$ cat config.mk
export PLATFORM = sky130hd
export DESIGN_NAME = fetch_unit
export DESIGN_NICKNAME = d
export VERILOG_FILES = /design/src/rtl/riscv_pkg.sv /design/src/rtl/fetch_fifo.sv /design/src/rtl/fetch_unit.sv
export SDC_FILE = /design/constraint.sdc
export NUM_CORES = 1
export LEC_CHECK = 0
export ABC_CLOCK_PERIOD_IN_PS = 5500
export BUFFER_PORTS_ARGS = -buffer_cell sky130_fd_sc_hd__buf_2
export CORE_UTILIZATION = 30
export CTS_CLUSTER_SIZE = 28
export DETAILED_ROUTE_END_ITERATION = 6
export PLACE_DENSITY_LB_ADDON = 0.1
export SLEW_MARGIN = 25
export SYNTH_ARGS = -nofsm -noshare
export SYNTH_HDL_FRONTEND = slang
export SYNTH_SLANG_ARGS = --single-unit
$ cat constraint.sdc
create_clock -name clk -period 5.5 [get_ports clk]
set_input_delay 0.275 -clock clk [delete_from_list [all_inputs] [get_ports clk]]
set_output_delay 0.275 -clock clk [all_outputs]
set_load 0.01 [all_outputs]
$ cat src/rtl/riscv_pkg.sv
// Shared definitions for the instruction fetch slice.
//   fetch_state_e    : fetch FSM states (idle / request outstanding / drop response)
//   NOP_INSTR        : instruction presented while nothing is buffered (addi x0,x0,0)
//   RESET_PC_DEFAULT : default first fetch address after reset
//   word_align()     : clears the byte-offset bits of an address
package riscv_pkg;

    typedef enum logic [1:0] {
        F_IDLE = 2'd0,
        F_REQ  = 2'd1,
        F_DROP = 2'd2
    } fetch_state_e;

    localparam logic [31:0] NOP_INSTR        = 32'h0000_0013;
    localparam logic [31:0] RESET_PC_DEFAULT = 32'h0000_0000;

    function automatic logic [31:0] word_align(input logic [31:0] addr);
        return addr & 32'hFFFF_FFFC;
    endfunction

endpackage

$ cat src/rtl/fetch_fifo.sv
// Prefetch buffer: circular FIFO of {instruction, pc} entries.
//   i_clk, i_nrst            : clock, synchronous active-low reset
//   i_push, i_push_data/_pc  : write one entry (ignored when full and not popping)
//   i_pop                    : drop the head entry (ignored when empty)
//   i_flush                  : empty the buffer; overrides push and pop
//   o_head_data, o_head_pc   : head entry contents (undefined when empty)
//   o_count                  : number of valid entries, 0..DEPTH
module fetch_fifo
    import riscv_pkg::*;
#(
    parameter int unsigned DEPTH = 2
) (
    input  logic                   i_clk,
    input  logic                   i_nrst,
    input  logic                   i_push,
    input  logic [31:0]            i_push_data,
    input  logic [31:0]            i_push_pc,
    input  logic                   i_pop,
    input  logic                   i_flush,
    output logic [31:0]            o_head_data,
    output logic [31:0]            o_head_pc,
    output logic [$clog2(DEPTH):0] o_count
);

    localparam int unsigned PW   = $clog2(DEPTH);
    localparam logic [PW:0] FULL = (PW + 1)'(DEPTH);

    logic [31:0]   r_data [DEPTH];
    logic [31:0]   r_pc   [DEPTH];
    logic [PW-1:0] r_wr_ptr;
    logic [PW-1:0] r_rd_ptr;
    logic [PW:0]   r_count;

    logic w_pop;
    logic w_push;

    assign w_pop  = i_pop && (r_count != '0);
    // A full buffer still accepts a push when the head leaves in the same cycle.
    assign w_push = i_push && ((r_count != FULL) || w_pop);

    always_ff @(posedge i_clk) begin
        if (w_push && !i_flush) begin
            r_data[r_wr_ptr] <= i_push_data;
            r_pc[r_wr_ptr]   <= i_push_pc;
        end
    end

    always_ff @(posedge i_clk) begin
        if (!i_nrst || i_flush) begin
            r_wr_ptr <= '0;
            r_rd_ptr <= '0;
            r_count  <= '0;
        end else begin
            if (w_push) begin
                r_wr_ptr <= r_wr_ptr + PW'(1);
            end
            if (w_pop) begin
                r_rd_ptr <= r_rd_ptr + PW'(1);
            end
            case ({w_push, w_pop})
                2'b10:   r_count <= r_count + (PW + 1)'(1);
                2'b01:   r_count <= r_count - (PW + 1)'(1);
                default: r_count <= r_count;
            endcase
        end
    end

    assign o_head_data = r_data[r_rd_ptr];
    assign o_head_pc   = r_pc[r_rd_ptr];
    assign o_count     = r_count;

endmodule

$ cat src/rtl/fetch_unit.sv
// Instruction fetch unit: sequential prefetch into a small buffer, with
// branch redirect and discard of a response that is in flight at redirect.
//   clk, nrst                    : clock, synchronous active-low reset
//   branch_taken, branch_target  : one-cycle redirect request and its address
//   stall                        : core does not consume the presented instruction
//   imem_req, imem_addr          : memory read request (held until imem_ack)
//   imem_ack, imem_rdata         : memory completion and read data
//   instruction, instr_pc        : head of the buffer (NOP / fetch_pc when empty)
//   instr_valid                  : buffer non-empty
module fetch_unit
    import riscv_pkg::*;
#(
    parameter logic [31:0] RESET_PC  = RESET_PC_DEFAULT,
    parameter int unsigned BUF_DEPTH = 2
) (
    input  logic        clk,
    input  logic        nrst,
    input  logic        branch_taken,
    input  logic [31:0] branch_target,
    input  logic        stall,
    output logic        imem_req,
    output logic [31:0] imem_addr,
    input  logic        imem_ack,
    input  logic [31:0] imem_rdata,
    output logic [31:0] instruction,
    output logic [31:0] instr_pc,
    output logic        instr_valid
);

    localparam int unsigned   CW       = $clog2(BUF_DEPTH) + 1;
    localparam logic [CW-1:0] FULL_CNT = CW'(BUF_DEPTH);

    fetch_state_e r_state;
    fetch_state_e w_state_nxt;

    logic [31:0]   r_fetch_pc;
    logic [31:0]   r_drop_addr;
    logic [CW-1:0] w_count;
    logic [31:0]   w_head_data;
    logic [31:0]   w_head_pc;
    logic          w_valid;
    logic          w_pop;
    logic          w_push;

    // A redirect overrides consumption and any data arriving in the same cycle.
    assign w_valid = (w_count != '0);
    assign w_pop   = w_valid && !stall && !branch_taken;
    assign w_push  = (r_state == F_REQ) && imem_ack && !branch_taken;

    always_ff @(posedge clk) begin
        if (!nrst) begin
            r_state <= F_IDLE;
        end else begin
            r_state <= w_state_nxt;
        end
    end

    always_comb begin
        w_state_nxt = r_state;
        imem_req    = 1'b0;
        imem_addr   = r_fetch_pc;
        case (r_state)
            F_IDLE: begin
                if (branch_taken || (w_count < FULL_CNT)) begin
                    w_state_nxt = F_REQ;
                end
            end
            F_REQ: begin
                imem_req = 1'b1;
                if (branch_taken) begin
                    w_state_nxt = imem_ack ? F_REQ : F_DROP;
                end else if (imem_ack && !w_pop && (w_count == FULL_CNT - CW'(1))) begin
                    w_state_nxt = F_IDLE;
                end
            end
            F_DROP: begin
                // fetch_pc already holds the redirect target, so the abandoned
                // request's address is replayed from r_drop_addr until its ack.
                imem_req  = 1'b1;
                imem_addr = r_drop_addr;
                if (imem_ack) begin
                    w_state_nxt = F_REQ;
                end
            end
            default: begin
                w_state_nxt = F_IDLE;
            end
        endcase
    end

    always_ff @(posedge clk) begin
        if (!nrst) begin
            r_fetch_pc  <= word_align(RESET_PC);
            r_drop_addr <= word_align(RESET_PC);
        end else begin
            if (branch_taken) begin
                r_fetch_pc <= word_align(branch_target);
            end else if (w_push) begin
                r_fetch_pc <= r_fetch_pc + 32'd4;
            end
            if ((r_state == F_REQ) && branch_taken && !imem_ack) begin
                r_drop_addr <= r_fetch_pc;
            end
        end
    end

    fetch_fifo #(
        .DEPTH (BUF_DEPTH)
    ) u_fifo (
        .i_clk       (clk),
        .i_nrst      (nrst),
        .i_push      (w_push),
        .i_push_data (imem_rdata),
        .i_push_pc   (r_fetch_pc),
        .i_pop       (w_pop),
        .i_flush     (branch_taken),
        .o_head_data (w_head_data),
        .o_head_pc   (w_head_pc),
        .o_count     (w_count)
    );

    assign instr_valid = w_valid;
    assign instruction = w_valid ? w_head_data : NOP_INSTR;
    assign instr_pc    = w_valid ? w_head_pc   : r_fetch_pc;

endmodule

# Yosys cells after proc, flatten, opt, wreduce, memory -nomap -nowiden
# Memories as Yosys holds them, arrays and structs flattened. A register that Yosys moved wholly into a read port is not among the register bits.
# Cells that the tools add are included.
# classes
addsub	5
n_reduce_logical	26
n_lt_le_gt_ge	1
n_mux	19
eq_ne	9
bitwise_logic	1
# ops
op	count
$mux W32	5
$add A32 B3 Y32 const B	1
$logic_and A1 B1 Y1	11
$mux W2	5
$mux W1	7
$eq A2 B1 Y1 const B	3
$ne A2 B2 Y1 const B	3
$pmux W2 S3	1
$reduce_bool A2 Y1	3
$logic_not A1 Y1	5
$eq A2 B2 Y1 const B	2
$pmux W2 S2	1
$reduce_or A2 Y1	2
$logic_or A1 B1 Y1	3
$ne A3 B3 Y1 const B	1
$reduce_and A3 Y1	1
$add A1 B1 Y1 const B	2
$add A2 B1 Y2 const B	1
$logic_not A2 Y1	1
$lt A2 B2 Y1 const B	1
$sub A2 B1 Y2 const B	1
$not A1 Y1	1
# word_totals
wordCells	70
memories	2
input_bits	69
mem_bits_rw	128
ff_bits	70
# mem_list
memory	depth	word_bits	read_ports	rd_clocked_by_memory_dff	write_ports	line_no	source
u_fifo.r_data	2	32	1	1	1	fetch_fifo.sv:28	logic [31:0] r_data [DEPTH];
u_fifo.r_pc	2	32	1	1	1	fetch_fifo.sv:29	logic [31:0] r_pc [DEPTH];

# Longest topological paths before layout
# Gate-level depths: netlist of run 1.
# logic_depth
ltp_word	9
depth_mapped	9

# Hierarchy
# From an unflattened synthesis of run 1, not the netlist that was laid out.
# hier_totals
hier_cells	731
area_unflattened_um2	8789.7
# modules_own_cells
module	n_inst	seq_area_each_um2	area_each_um2	cells_each
fetch_fifo	1	3943.8	4869.7	228
fetch_unit	1	1241.2	3920.0	503

# Least setup slack after synthesis of run 1
# OpenSTA, ideal clock, no wires.
# synth_timing
path_type	reg2reg
start	register u_fifo.r_count[0], in the netlist u_fifo.o_count[0]
end	memory u_fifo.r_data[0][0] (enable)
period_less_slack_ns	4.293
stages_incl_launch_ff	7
arrival_ns	3.811
n_path_buf	1
setup_ns	0.482
slack_ns	1.207
t_required_ns	5.018
cell_sequence	dfxtp_1 inv_1 ha_1 clkbuf_1 o21ai_0 nand4_1 nor2_1
# synth_between
elab_chain_len	9
word_cells_on_any_way	10
# synth_rtl
element	line_no	source
start, declared	fetch_fifo.sv:32	logic [PW:0] r_count;
start signal, assigned	fetch_fifo.sv:61	2'b10: r_count <= r_count + (PW + 1)'(1);
start signal, assigned	fetch_fifo.sv:62	2'b01: r_count <= r_count - (PW + 1)'(1);
start signal, assigned	fetch_fifo.sv:63	default: r_count <= r_count;
$reduce_bool A2 Y1	fetch_fifo.sv:37, fetch_unit.sv:46	
$logic_and A1 B1 Y1 (2 in series)	fetch_unit.sv:47	assign w_pop = w_valid && !stall && !branch_taken;
$logic_and A1 B1 Y1	fetch_fifo.sv:37	assign w_pop = i_pop && (r_count != '0);
$logic_or A1 B1 Y1 *	fetch_fifo.sv:39	assign w_push = i_push && ((r_count != FULL) || w_pop);
$logic_and A1 B1 Y1 *	fetch_fifo.sv:39	
$logic_and A1 B1 Y1 *	fetch_fifo.sv:42	if (w_push && !i_flush) begin
$mux W1 *	fetch_fifo.sv:42	
$mux W1 (implied by the code) *	fetch_fifo.sv:43	r_data[r_wr_ptr] <= i_push_data;
end, declared	fetch_fifo.sv:28	
# Mark *: on every way between the ends. The rest lies on a longest branch, timed or not.

==> out/metrics.cfg, run 1 <==
[run_status]
outcome=finished clean

[clock_network]
htreeDepth=4
root_buffer=clkbuf_16
clk_pin_slew_ns=0.07
clockBufferDepth=2
clock_latency_ns=0.43
cts_setup_buffers=0
post_cts_resized=0
cts.sink_count=191
cts_inserted_buffers=17
cts_tree=yes
cts_hold_buf=0

[placement]
placed_cell_area_um2=9740
gp_congestion=0.708
port_buffers=160
dpl.hpwl_um=13800

[die]
dieArea_um2=29500
ios=167
die_h_um=172
coreArea_um2=28100
rows=61
start_util_pct=30.8
die_w_um=172

[drt]
antenna_left=0
dr.pass1.iters=5
drtIter0Drc=342
wirelength_um=22900
drc_errors=0
vias_per_cell=4.76
dr_total_vias=6138
wl_per_cell_um=17.7

[synthesis]
synth_area_per_cell_um2=11.2
yosysSeqAreaShare_pct=58.6
synthTopCellsByArea=edfxtp_1 (43%), dfxtp_1 (16%), mux2i_1 (7.5%), nand2_1 (5.3%), o21ai_0 (3.4%)
yosys_warnings=0
synth_ff_type=edfxtp_1
netlist_instances=774
synth-async-reset-ratio_pct=0
synth_cell_types=56
synth.ff_latch_count=191
synth_top_area_share_pct=43.1
synth_edf_count=124
netlist.top_cell.by_area=edfxtp_1
syn_area_um2=8640

[run]
maxCapViolCount=0

[grt]
grt_pass1_vias=5913
grt_max_degree=94
grt_pass1_wl_um=34500
antenna_found_initial=0
grt-ovfl-total=0
track_usage_pct=15.7

[sta]
hold_slack_ns=0.0326
slew_headroom_pct=35.2
worstMarginPinSlew_ns=0.971
period_minus_slack_ns=2.64
min_period_over_period_pct=48.1
setup-violations-final=0
hold_violations=0
clock.fmax_mhz=378
fin_skew_ns=0.0145
final.setup.tns_ns=0
final_max_slew_viol_count=0
rsz0062_at_grt=false

[finish]
antenna_cells=0
drive_gt1_share_pct=25.7
fillerInstances=2914
nNetsFinal=976
syn_to_final_growth_pct=19.4
final_area_um2=10300

[min_path]
holdPathEnd=u_fifo.r_data[0][6]$_DFFE_PP_
hold_start=imem_rdata[6]
holdPathStages=1
hold_path_class=input port to flop

[pwr]
leakagePower_nw=3.68
ir_drop_mv=0.155
powerDensity_nw_per_um2=308

[critical_path]
critPathSlowestCell=dfxtp_4
timing.rr.end=r_fetch_pc[23]$_SDFFE_PN0P_
slowest_delay_ns=0.72
r2r_slack_ns=2.86
cp.required_ns=5.22
ff2ff_path_depth=4
r2r-start=r_fetch_pc[5]$_SDFFE_PN0P_
path_class=flop to output pin
cp-start-kind=flop
crit_chain=buf_4 -> mux2i_1 -> o21ai_0 -> buf_2
crit_arrival_ns=2.37
endpoint_kind=output pin
cp_max_fo=36

-- cell usage in the layout, fill, tap and decap left out, drive strengths merged, types with 16 or more instances in the layout --
cell type,n
mux2,24
edfxtp,124
nor2,46
clkbuf,19
nand2,122
dfxtp,67
o21ai,59
inv,18
buf,167
nand3,16
a21boi,30
mux2i,65
-- critical path, delay by kind of cell (launching register included) --
kind | cells | cell delay, ns
buffers and inverters | 2 | 0.82
flip-flops | 1 | 0.72
AO/OA/AOI/OAI | 1 | 0.10
multiplexers | 1 | 0.24
-- worst max-delay path by stage --
stage,slack (ns),endpoint,cells past startpoint,from
global route,2.65,r_fetch_pc[23]$_SDFFE_PN0P_,4,r_fetch_pc[5]$_SDFFE_PN0P_
CTS,2.73,instr_pc[14],5,u_fifo.o_count[1]$_SDFFE_PP0P_
floorplan,1.21,u_fifo.r_data[0][0]$_DFFE_PP_,6,u_fifo.o_count[0]$_SDFFE_PP0P_
finish,2.86,instr_pc[3],4,flop
global placement,2.90,r_fetch_pc[23]$_SDFFE_PN0P_,4,r_fetch_pc[5]$_SDFFE_PN0P_
detailed placement,2.88,r_fetch_pc[23]$_SDFFE_PN0P_,4,r_fetch_pc[5]$_SDFFE_PN0P_
-- sequential cells by signal (all words and copies together), names as in the netlist, named ones only --
register / cells
u_fifo.r_rd_ptr: 1
u_fifo.r_wr_ptr: 1
r_state: 2
u_fifo.r_pc: 60
u_fifo.r_data: 64
r_fetch_pc: 30
r_drop_addr: 30
u_fifo.o_count: 2
-- routing by layer --
layer  up-vias  track usage, %  part of all wire [%]
met1      2927            21.7                    49
met2       152            25.2                    45
met4         0            4.39                   1.1
li1       3042               -                     -
met3        17            2.60                   4.9
met5         -               0                     0
-- logic make-up (layout without fill, tap and decap cells) --
group | Yosys count | after routing | share of synthesized area (%)
AND/OR/NAND/NOR | 255 | 255 | 13.9
flip-flops | 191 | 191 | 58.6
AO/OA/AOI/OAI | 135 | 135 | 10.1
multiplexers | 89 | 89 | 10.7
buffers and inverters | 79 | 213 | 3.82
XOR/XNOR | 15 | 15 | 1.52
adder cells (fa/ha/maj) | 9 | 9 | 1.30
other | 1 | 4 | 0.0434
-- area by class of cell --
cell class,instances,area (µm²),area share (%)
Sequential cell,191,5070,49.1
Timing Repair Buffer,167,857,8.31
Multi-Input combinational cell,507,3300,32.0
Tap cell,378,473,4.58
Inverter,14,52.6,0.509
Clock inverter,13,131,1.27
Clock buffer,19,433,4.20
-- power by group --
| part | internal (W) | leakage (nW) | switching, W |
|---|---|---|---|
| logic | 0.000128 | 1.74 | 0.000198 |
| clock network | 0.000636 | 0.260 | 0.000580 |
| registers | 0.00158 | 1.68 | 0.0000535 |
| total | 0.00234 | 3.68 | 0.000832 |
-- stage by stage --
stage                     setup slack [ns]  power [W]  instances  util, %
after floorplan                       1.21    0.00185        777        -
after global placement                2.90    0.00200       1257     34.7
after detailed placement              2.88    0.00200       1257     34.7
after CTS                             2.73    0.00323       1289     36.7
after global routing                  2.65    0.00332       1289     36.7
final                                 2.86    0.00318       1289     36.7
-- cell usage after synthesis, types with 6 or more instances --
library cell / count
clkbuf_1: 46
dfxtp_1: 67
a21oi_1: 6
nand4_1: 11
or4_1: 10
o21ai_0: 59
nand2_1: 122
edfxtp_1: 124
nand3_1: 16
buf_1: 7
and3_1: 6
a31oi_1: 7
a21boi_0: 30
nor4_1: 8
ha_1: 9
inv_1: 13
mux2_2: 24
o31ai_1: 9
mux2i_1: 65
xnor2_1: 12
nor2_1: 46
Power figures use the tool's default switching activity.
==> run 2, diff against run 1 <==
--- a/config.mk
+++ b/config.mk
@@ -5,7 +5,8 @@
 export SDC_FILE = /design/constraint.sdc
 export NUM_CORES = 1
 export LEC_CHECK = 0
-export ABC_CLOCK_PERIOD_IN_PS = 5500
+export ABC_AREA = 1
+export ABC_CLOCK_PERIOD_IN_PS = 2200
 export BUFFER_PORTS_ARGS = -buffer_cell sky130_fd_sc_hd__buf_2
 export CORE_UTILIZATION = 30
 export CTS_CLUSTER_SIZE = 28
==> constraint.sdc (replaced) <==
create_clock -name clk -period 2.2 [get_ports clk]
set_input_delay 0.11 -clock clk [delete_from_list [all_inputs] [get_ports clk]]
set_output_delay 0.11 -clock clk [all_outputs]
set_load 0.01 [all_outputs]
==> out/metrics.cfg, run 2 <==
[clock_network]
cts.sink_count=191
cts_inserted_buffers=17
clockBufferDepth=2
clk_pin_slew_ns=0.08
clock_latency_ns=0.44
cts_tree=yes
root_buffer=clkbuf_16
htreeDepth=4

[die]
rows=61
coreArea_um2=28000
die_h_um=171
dieArea_um2=29400
start_util_pct=30.8
ios=167
die_w_um=171

[finish]
drive_gt1_share_pct=20.6
syn_to_final_growth_pct=26.8
antenna_cells=0
nNetsFinal=1229
utilization_pct=39.0
most-common-layout-cells=nand2_1 (209), buf_2 (160), edfxtp_1 (124), o21ai_0 (117), nor2_1 (106)
largest_reg_flops=64
final_common_cell=nand2_1
largestRegisters=u_fifo.r_data x64, u_fifo.r_pc x60
top_register=u_fifo.r_data

[synthesis]
netlist_instances=962
synth-async-reset-ratio_pct=0
synth_top_area_share_pct=43.2
synthTopCellsByArea=edfxtp_1 (43%), dfxtp_1 (16%), nand2_1 (9.1%), o21ai_0 (6.8%), a21oi_1 (5.3%)
synth_most_common_cell=nand2_1
synth_edf_count=124
syn_area_um2=8620
yosys_warnings=0
synth.ff_latch_count=191
yosysSeqAreaShare_pct=58.8
netlist.top_cell.by_area=edfxtp_1
synth_area_per_cell_um2=8.96
synth_commonest_cells=nand2_1 (210), edfxtp_1 (124), o21ai_0 (117), nor2_1 (109), a21oi_1 (91)
synth_ff_type=edfxtp_1
synth_cell_types=27

[pwr]
powerDensity_nw_per_um2=780
leakagePower_nw=4.46
finalPower_w=0.00852
ir_drop_mv=0.355

[grt]
grt_max_degree=63
antenna_found_initial=0
grt_pass1_vias=6903
grt_pass1_wl_um=39000
track_usage_pct=17.7
grt-ovfl-total=0

[drt]
drtIter0Drc=450
drc_errors=0
antenna_left=0
dr_total_vias=7171
dr.pass1.iters=6
wl_per_cell_um=16.5
vias_per_cell=4.65
wirelength_um=25400

[sta]
setup-violations-final=0
hold_slack_ns=0.0151
min_period_over_period_pct=93.6
final.setup.tns_ns=0
clock.fmax_mhz=486
hold_violations=0
fin_skew_ns=0.0158
final_max_slew_viol_count=0
rsz0062_at_grt=false
period_minus_slack_ns=2.06

[critical_path]
cp_max_fo=38
worstSetupStartpoint=u_fifo.o_count[1]$_SDFFE_PP0P_
crit_arrival_ns=1.95
r2r_slack_ns=0.31
cp_top_family=buffers and inverters
cp-start-kind=flop
crit_top_cell=buf_8
path_class=flop to output pin
endpoint_kind=output pin
path_buf_inv=4
crit_chain=inv_2 -> ha_4 -> buf_8 -> buf_8 -> a21oi_1 -> a22oi_1 -> buf_2
cp.required_ns=2.09
critPathSlowestCell=dfxtp_2
r2r-start=u_fifo.o_count[1]$_SDFFE_PP0P_
slowest_delay_ns=0.34

[run_status]
outcome=finished clean

[placement]
port_buffers=160
gp_congestion=0.862
dpl.hpwl_um=17300

[run]
maxCapViolCount=0

[min_path]
hold_path_class=input port to flop
hold_start=branch_target[20]

run 2: timing repair:
item | CTS | global route
setup buffers | 0 | 0
cloned | 0 | 0
hold endpoints to repair | 72 | 0
setup endpoints to repair | 41 | 46
resized for setup | 2 | 6
hold buffers | 40 | 0
run 2: worst paths after layout:
check / endpoint / cells after the start
min: r_fetch_pc[20]$_SDFFE_PN0P_ / 5
max: instr_pc[26] / 7
min reg2reg: u_fifo.r_rd_ptr$_SDFFE_PP0P_ / 2
max reg2reg: u_fifo.r_data[0][31]$_DFFE_PP_ / 8
run 2: per-layer routing:
layer	up-vias	share of wire [%]	GRT usage (%)
met1	3367	49	24.8
met3	18	4.8	3.08
met5	-	0	0
met2	181	46	28.5
li1	3605	-	-
met4	0	0.78	3.53
run 2: power breakdown:
part / internal (W) / total, W / switching (W)
logic: 0.000536 / 0.00142 / 0.000886
clock network: 0.00147 / 0.00291 / 0.00145
registers: 0.00406 / 0.00418 / 0.000128
run 2: kinds of logic after synthesis:
logic type      count (synthesis)  synth area share (%)
xor+xnor                       14                  1.42
simple gates                  369                  17.2
other cells                     1                0.0435
flops                         191                  58.8
buf+inv                       134                  6.11
fa+ha+maj                       9                  1.31
compound gates                244                  15.2
run 2: cell type report:
class / count / area [µm²]
timing repair buffer: 222 / 1470
clock buffer: 18 / 429
tap: 378 / 473
clock inverter: 14 / 109
sequential: 191 / 5070
multi-input combinational: 640 / 3080
fill: 2895 / 17100
inverter: 79 / 297
run 2: tightest hold or removal path, stage by stage:
cell and delay [ns]:
buf_2 0.09, nor2_1 0.04, nor2_1 0.08, nand2_1 0.05, inv_1 0.04
run 2: per-stage QoR:
stage / instances / worst slack, ns / instance area (µm²)
floorplan: 965 / -0.208 / 8670
global placement: 1470 / 0.342 / 9950
detailed placement: 1470 / 0.321 / 9950
CTS: 1542 / 0.0220 / 10900
global route: 1542 / 0.0314 / 10900
finish: 1542 / 0.140 / 10900
==> run 3, diff against run 2 <==
--- a/config.mk
+++ b/config.mk
@@ -11,7 +11,6 @@
 export CORE_UTILIZATION = 30
 export CTS_CLUSTER_SIZE = 28
 export DETAILED_ROUTE_END_ITERATION = 6
-export PLACE_DENSITY_LB_ADDON = 0.1
 export SLEW_MARGIN = 25
 export SYNTH_ARGS = -nofsm -noshare
 export SYNTH_HDL_FRONTEND = slang
==> out/metrics.cfg, run 3 (synthesis gave the netlist of run 2 again) <==
[placement]
placed_cell_area_um2=9910
gp_congestion=0.918
port_buffers=160
dpl.hpwl_um=16800
dp.cells=1465

[sta]
setup-violations-final=0
fin_skew_ns=0.00985
rsz0062_at_grt=false
final_max_slew_viol_count=0
worstMarginPinSlew_ns=0.682
slew_headroom_pct=54.5
hold_violations=0
clock.fmax_mhz=484
min_period_over_period_pct=93.8
period_minus_slack_ns=2.06

[critical_path]
endpoint=instruction[15]
path_buf_inv=5
timing.rr.end=u_fifo.r_data[0][31]$_DFFE_PP_
ff2ff_path_depth=7
path_class=flop to output pin
cp.depth=8
cp_top_family=buffers and inverters
r2r-start=r_state[1]$_SDFFE_PN0P_
cp_max_fo=39
cp.required_ns=2.09
endpoint_kind=output pin
slowest_delay_ns=0.36
cp-start-kind=flop
crit_chain=inv_2 -> ha_4 -> buf_6 -> inv_1 -> buf_12 -> o21ai_0 -> nor2_1 -> buf_2
crit_arrival_ns=1.95
critPathSlowestCell=dfxtp_2
worstSetupStartpoint=u_fifo.o_count[0]$_SDFFE_PP0P_
r2r_slack_ns=0.27

[die]
die_h_um=171
die_w_um=171
dieArea_um2=29400
rows=61
start_util_pct=30.8
ios=167
coreArea_um2=28000

[drt]
antenna_left=0
wl_per_cell_um=15.9
vias_per_cell=4.70
dr.pass1.iters=5
wirelength_um=24500
drtIter0Drc=480
drc_errors=0
dr_total_vias=7240

[finish]
largest_reg_flops=64
multi_input_area_um2=3070
final_cells=1539
largestRegisters=u_fifo.r_data x64, u_fifo.r_pc x60
utilization_pct=39.2
most-common-layout-cells=nand2_1 (209), buf_2 (160), edfxtp_1 (124), o21ai_0 (117), nor2_1 (106)
drive_gt1_share_pct=20.5
top_register=u_fifo.r_data
final_common_cell=nand2_1
nNetsFinal=1226
antenna_cells=0
ff_latch_area_um2=5070
syn_to_final_growth_pct=27.3
final_area_um2=11000
fillerInstances=2834

[grt]
track_usage_pct=16.7
grt_pass1_wl_um=37200
grt_pass1_vias=6695
grt_max_degree=63
antenna_found_initial=0
grt-ovfl-total=0

[clock_network]
cts_setup_buffers=0
htreeDepth=4
cts_inserted_buffers=17
clock_latency_ns=0.44
root_buffer=clkbuf_16
clk_pin_slew_ns=0.07
cts.sink_count=191
clockBufferDepth=2
cts_tree=yes

[min_path]
hold_path_class=input port to flop
holdPathStages=3

[run_status]
outcome=finished clean

[pwr]
ir_drop_mv=0.406
powerDensity_nw_per_um2=801
leakagePower_nw=4.49

[run]
maxCapViolCount=0

run 3: cell types whose count changed in the layout (fill, tap and decap cells not counted), sizes merged:
cell | previous run | this run
inv | 82 | 87
bufinv | 0 | 1
clkinvlp | 4 | 0
clkbuf | 18 | 17
buf | 182 | 177
dlygate4sd3 | 40 | 42
clkinv | 7 | 6
run 3: how the worst min path moves through the flow:
stage	start	slack (ns)	end
finish	branch_target[7]	0.009	r_fetch_pc[7]$_SDFFE_PN0P_
floorplan	imem_rdata[0]	0.21	u_fifo.r_data[0][0]$_DFFE_PP_
detailed placement	imem_rdata[7]	0.30	u_fifo.r_data[1][7]$_DFFE_PP_
CTS	branch_target[7]	0.008	r_fetch_pc[7]$_SDFFE_PN0P_
global route	branch_target[7]	0.01	r_fetch_pc[7]$_SDFFE_PN0P_
global placement	imem_rdata[18]	0.30	u_fifo.r_data[1][18]$_DFFE_PP_
run 3: what timing repair did:
item,in CTS,in global routing
resized for setup,1,4
setup endpoints to repair,14,30
endpoints found under the hold margin,74,0
hold buffers,42,0
run 3: area by class of cell:
type                            count  area share, %
Sequential cell                   191           46.2
Multi-Input combinational cell    640           28.0
Timing Repair Buffer              219           13.2
Tap cell                          378           4.31
Clock buffer                       17           3.88
Inverter                           79           2.70
Clock inverter                     15           1.71
run 3: power by group:
group,switching [W],total (W),internal [W]
sequential,0.000133,0.00419,0.00406
clock,0.00154,0.00319,0.00165
combinational,0.000879,0.00141,0.000527
run 3: metal layers:
metal  global-route usage [%]  part of all wire (%)  wire length (µm)  up-vias
li1                         -                     -                 -     3600
met5                        0                     0                 0        -
met4                     3.34                  0.97               237        0
met2                     27.3                    46             11300      219
met3                     4.00                   6.0              1480       18
met1                     22.4                    47             11500     3403
run 3: worst register-to-register path, cell delays in order (launching register included):
cell and delay [ns]:
dfxtp_1 0.33, inv_1 0.10, ha_1 0.20, nand2_1 0.18, nor2_2 0.17, nand2_2 0.12, nor2_4 0.11, buf_12 0.34
run 3: stage by stage:
| stage | setup TNS (ns) | setup slack [ns] | hold slack [ns] | power (W) |
|---|---|---|---|---|
| 2_1_floorplan | -23.80 | -0.208 | 0.209 | 0.00504 |
| 4_1_cts | 0 | 0.0192 | 0.00752 | 0.00886 |
| 3_5_place_dp | 0 | 0.265 | 0.302 | 0.00562 |
| 5_1_grt | 0 | 0.00816 | 0.0137 | 0.00919 |
| 6_report | 0 | 0.136 | 0.00928 | 0.00878 |
| 3_3_place_gp | 0 | 0.315 | 0.298 | 0.00560 |
